## config.mk

```make
export PLATFORM = sky130hd
export DESIGN_NAME = bounce_scan_ctrl
export DESIGN_NICKNAME = d
export VERILOG_FILES = /design/src/rtl/bounce_scan_ctrl.sv
export SDC_FILE = /design/constraint.sdc
export NUM_CORES = 1
export LEC_CHECK = 0
export BUFFER_PORTS_ARGS = -buffer_cell sky130_fd_sc_hd__buf_2
export CAP_MARGIN = 5
export CORE_MARGIN = 5
export CORE_UTILIZATION = 40
export CTS_CLUSTER_DIAMETER = 50
export CTS_CLUSTER_SIZE = 12
export DETAILED_ROUTE_END_ITERATION = 10
export HOLD_SLACK_MARGIN = 0.02
export MAX_ROUTING_LAYER = met4
export SLEW_MARGIN = 20
export SYNTH_ARGS = -nofsm -noshare
export SYNTH_HDL_FRONTEND = slang
export SYNTH_SLANG_ARGS = --single-unit
```

## constraint.sdc

```tcl
create_clock -name clk -period 6.6 [get_ports clk]
set_input_delay 0.66 -clock clk [delete_from_list [all_inputs] [get_ports clk]]
set_output_delay 0.66 -clock clk [all_outputs]
set_load 0.01 [all_outputs]
```

## src/rtl/bounce_scan_ctrl.sv

```systemverilog
// bounce_scan_ctrl: sequencer for the bouncing one-hot shift register.
// Emits the prescaled shift-enable strobe and counts terminal-count pulses per sweep.
module bounce_scan_ctrl #(
  parameter int DIV_W = 16,
  parameter int CNT_W = 8
) (
  input  logic             clk,
  input  logic             rstna,
  input  logic             start,
  input  logic             stop,
  input  logic             pause,
  input  logic [DIV_W-1:0] div_val,
  input  logic [CNT_W-1:0] n_periods,
  input  logic             tc_in,
  output logic             sr_ena,
  output logic             busy,
  output logic             done,
  output logic             aborted,
  output logic [CNT_W-1:0] period_cnt,
  output logic [1:0]       state_o
);

  typedef enum logic [1:0] {
    ST_IDLE  = 2'd0,
    ST_RUN   = 2'd1,
    ST_PAUSE = 2'd2,
    ST_DONE  = 2'd3
  } state_t;

  state_t           r_state;
  state_t           w_state_nxt;
  logic [DIV_W-1:0] r_div_q;
  logic [DIV_W-1:0] w_div_nxt;
  logic [DIV_W-1:0] r_pre_cnt;
  logic [DIV_W-1:0] w_pre_nxt;
  logic [CNT_W-1:0] r_tgt_q;
  logic [CNT_W-1:0] w_tgt_nxt;
  logic [CNT_W-1:0] r_period_cnt;
  logic [CNT_W-1:0] w_cnt_nxt;
  logic [CNT_W-1:0] w_cnt_inc;
  logic             w_tgt_hit;
  logic             r_sr_ena;
  logic             w_ena_nxt;
  logic             r_busy;
  logic             w_busy_nxt;
  logic             r_done;
  logic             w_done_nxt;
  logic             r_aborted;
  logic             w_abort_nxt;

  assign w_cnt_inc = r_period_cnt + CNT_W'(1'b1);
  // A zero target means free-run: the counter wraps and never completes.
  assign w_tgt_hit = (r_tgt_q != {CNT_W{1'b0}}) && (w_cnt_inc == r_tgt_q);

  // Next-state and next-output decode; priority in a sweep is stop > completion > pause.
  always_comb begin
    w_state_nxt = r_state;
    w_div_nxt   = r_div_q;
    w_tgt_nxt   = r_tgt_q;
    w_pre_nxt   = r_pre_cnt;
    w_cnt_nxt   = r_period_cnt;
    w_ena_nxt   = 1'b0;
    w_done_nxt  = 1'b0;
    w_abort_nxt = 1'b0;
    case (r_state)
      ST_IDLE: begin
        if (start && !stop) begin
          w_state_nxt = ST_RUN;
          w_div_nxt   = div_val;
          w_tgt_nxt   = n_periods;
          w_pre_nxt   = {DIV_W{1'b0}};
          w_cnt_nxt   = {CNT_W{1'b0}};
        end else begin
          w_state_nxt = ST_IDLE;
        end
      end
      ST_RUN, ST_PAUSE: begin
        if (tc_in) begin
          w_cnt_nxt = w_cnt_inc;
        end else begin
          w_cnt_nxt = r_period_cnt;
        end
        if (stop) begin
          w_state_nxt = ST_IDLE;
          w_abort_nxt = 1'b1;
        end else if (tc_in && w_tgt_hit) begin
          w_state_nxt = ST_DONE;
          w_done_nxt  = 1'b1;
        end else if (pause) begin
          w_state_nxt = ST_PAUSE;
        end else begin
          // Prescaler only advances on unpaused cycles, so a pause stretches the gap exactly.
          w_state_nxt = ST_RUN;
          if (r_pre_cnt == r_div_q) begin
            w_pre_nxt = {DIV_W{1'b0}};
            w_ena_nxt = 1'b1;
          end else begin
            w_pre_nxt = r_pre_cnt + DIV_W'(1'b1);
          end
        end
      end
      ST_DONE: begin
        w_state_nxt = ST_IDLE;
      end
      default: begin
        w_state_nxt = ST_IDLE;
      end
    endcase
    w_busy_nxt = (w_state_nxt == ST_RUN) || (w_state_nxt == ST_PAUSE);
  end

  // State register
  always_ff @(posedge clk or negedge rstna) begin
    if (!rstna) begin
      r_state <= ST_IDLE;
    end else begin
      r_state <= w_state_nxt;
    end
  end

  // Captured sweep settings, counters and registered outputs
  always_ff @(posedge clk or negedge rstna) begin
    if (!rstna) begin
      r_div_q      <= {DIV_W{1'b0}};
      r_tgt_q      <= {CNT_W{1'b0}};
      r_pre_cnt    <= {DIV_W{1'b0}};
      r_period_cnt <= {CNT_W{1'b0}};
      r_sr_ena     <= 1'b0;
      r_busy       <= 1'b0;
      r_done       <= 1'b0;
      r_aborted    <= 1'b0;
    end else begin
      r_div_q      <= w_div_nxt;
      r_tgt_q      <= w_tgt_nxt;
      r_pre_cnt    <= w_pre_nxt;
      r_period_cnt <= w_cnt_nxt;
      r_sr_ena     <= w_ena_nxt;
      r_busy       <= w_busy_nxt;
      r_done       <= w_done_nxt;
      r_aborted    <= w_abort_nxt;
    end
  end

  assign sr_ena     = r_sr_ena;
  assign busy       = r_busy;
  assign done       = r_done;
  assign aborted    = r_aborted;
  assign period_cnt = r_period_cnt;
  assign state_o    = r_state;

endmodule

```

==> results.ini <==
[detailed_routing]
drc = 0
detail-route-antenna-nets = 0
routed_wl_mm = 6.38
post_drt_wl_per_cell_um = 15.3
via_per_inst = 5.34
vias = 2222
first_iter_violations = 127
dr.pass1.iters = 4

[clock_network]
clockBufferDepth = 2
post_cts_buffers = 0
clk_pin_slew_ns = 0.10
cts_resized = 0
cts_buffers = 5
cts_sinks = 54
cts_tree = yes
ctsRootBufferMaster = clkbuf_8
htree_levels = 2
hold_buffers = 0
insertion_delay_ns = 0.31

[yosys]
netlist_top_cells_count = dfrtp_1, nand2_1, mux2_2, a22o_1, xor2_1
yosysTopAreaCellShare = 0.453
synth_ff_type = dfrtp_1
syn_inst = 279
syn_area_um2 = 2980
seq_area_frac_synth = 0.453
synth_most_common_cell = dfrtp_1
yosys-top-cells-area = dfrtp_1, mux2_2, a22o_1, xor2_1, nand2_1
synth-edff-count = 0
async_flop_share = 1.00
synth_nets = 312
synth_cell_types = 46
yosysTopAreaCell = dfrtp_1
syn_avg_cell_area_um2 = 10.7
yosys_warnings = 0
yosys_register_bits = 54

[run]
cap_violations = 0

[pwr]
p_per_area_nw_per_um2 = 230
ir_drop_mv = 0.0984
p_leak_nw = 1.52

[timing]
finClkSkew_ns = 0.00890
fin_ws_ns = 4.05
min_period_ns = 2.55
finalMaxSlewViolations = 0
fin_setup_tns_ns = 0
max_freq_mhz = 393
tightest_slew_ns = 0.697
post-route-period-util = 0.386
relSlewSlack = 0.535
hold_viol = 0
rsz0062_at_grt = no
setup-violations-final = 0

[critical_path]
crit_fanout = 21
critPathLaunchType = flip-flop
crit_family = compound AO/OA/AOI/OAI gates
path_cells = ha_1 -> and3_1 -> and4_1 -> o22ai_1 -> a2111oi_4 -> buf_4 -> a21o_4 -> mux2i_1
cp-end-kind = flip-flop
worstPathArrival_ns = 2.78
worst-path-buf-inv = 1
crit_type = reg -> reg
required_ns = 6.83
slowest_stage = dfrtp_1
cpPeakStageDelay_ns = 0.49

[global_route]
antenna_found_initial = 0
grt-ovfl-total = 0
grt_pass1_vias = 2133
grt_max_degree = 55
grt_use_total = 0.153
grt_pass1_wl_mm = 10.7

[status]
outcome = complete, no violations

[floorplanning]
io-pin-count = 44
fp-row-count = 31
dieWidth_um = 96.3
dieArea_um2 = 9280
dieHeight_um = 96.3
core-area_um2 = 7250
initial_utilization = 0.411

[cells_and_area]
drive_above_1_share = 0.293
antenna_cells = 0
multi_input_area_um2 = 1510
register_area_um2 = 1350
nFillCells = 720
nets = 349
area_growth_syn_to_layout_pct = 12.3

[placed_design]
dpl.hpwl_mm = 4.53
place.gp.congestion = 0.818
io_buffers = 43
preCtsSetupSlack_ns = 4.09

[hold_path]
holdCritPathClass = in -> async

[layout by cell type, fill, tap and decap left out, types with 5 or more instances in the layout]
| cell | n |
|---|---|
| o21ai_2 | 8 |
| nand2_1 | 25 |
| nor4_1 | 6 |
| nor3_1 | 9 |
| mux2_2 | 24 |
| nand3_1 | 10 |
| buf_2 | 43 |
| dfrtp_1 | 54 |
| inv_1 | 7 |
| a22o_1 | 21 |
| a21o_1 | 6 |
| nor2_1 | 5 |
| o21ai_0 | 5 |
| xnor2_1 | 5 |
| or3_1 | 11 |
| xor2_1 | 18 |
| clkbuf_8 | 5 |
[routing by layer]
layer	global-route usage	share of wire	routed length, um	up-vias
li1	-	-	-	1089
met1	0.226	0.50	3180	1072
met2	0.213	0.44	2790	57
met3	0.0313	0.057	364	4
met4	0.0409	0.0077	49	0
met5	-	0	0	-
[logic make-up after synthesis]
family | share of synthesized area
xor+xnor | 0.0676
compound gates | 0.158
mux | 0.0940
fa+ha+maj | 0.0126
buf+inv | 0.0399
flops | 0.453
simple gates | 0.174
[layout make-up]
type                       count  share of cell area
sequential                    54               0.404
clock inverter                 1             0.00897
inverter                       7             0.00785
clock buffer                   7              0.0228
timing repair buffer          45              0.0688
multi-input combinational    203               0.451
tap                           99              0.0370
[path summary, 6_finish.rpt]
check | from | end | slack [ns] | cells after the start
max | period_cnt[0] | r_pre_cnt[1] | 4.05 | 8
min | rstna | r_pre_cnt[4] | 0.47 | 2
max reg2reg | period_cnt[0] | r_pre_cnt[1] | 4.05 | 8
min reg2reg | r_div_q[8] | r_div_q[8] | 0.53 | 1
max in group asynchronous | rstna | period_cnt[6] | 5.65 | 2
min in group clk | r_div_q[8] | r_div_q[8] | 0.53 | 1
[power by group]
part	internal, W	switching, W
logic	0.0000721	0.0000686
registers	0.000368	0.0000384
clock network	0.000114	0.000108
[worst reg2reg max path: cells and delay by family, from the launching register on]
family / cells / cell delay, ns
AO/OA/AOI/OAI: 3 / 0.71
flip-flops: 1 / 0.49
AND/OR/NAND/NOR: 2 / 0.42
buffers and inverters: 1 / 0.34
adder cells (fa/ha/maj): 1 / 0.30
multiplexers: 1 / 0.21
[stage by stage]
step | hold slack (ns) | power [W] | cell area, um^2 | std cells | util
floorplan | 0.364 | 0.000508 | 2980 | 279 | -
global placement | 0.511 | 0.000551 | 3240 | 408 | 0.447
detailed placement | 0.516 | 0.000555 | 3240 | 408 | 0.447
CTS | 0.501 | 0.000778 | 3350 | 416 | 0.462
global route | 0.528 | 0.000812 | 3350 | 416 | 0.462
finish | 0.467 | 0.000769 | 3350 | 416 | 0.462
[sequential cells by signal, indices dropped and copies added, names as in the netlist]
register,flops
r_div_q,16
r_pre_cnt,16
period_cnt,8
r_tgt_q,8
state_o,2
aborted,1
busy,1
done,1
sr_ena,1
Note: power is estimated with default switching activity, not from simulation.
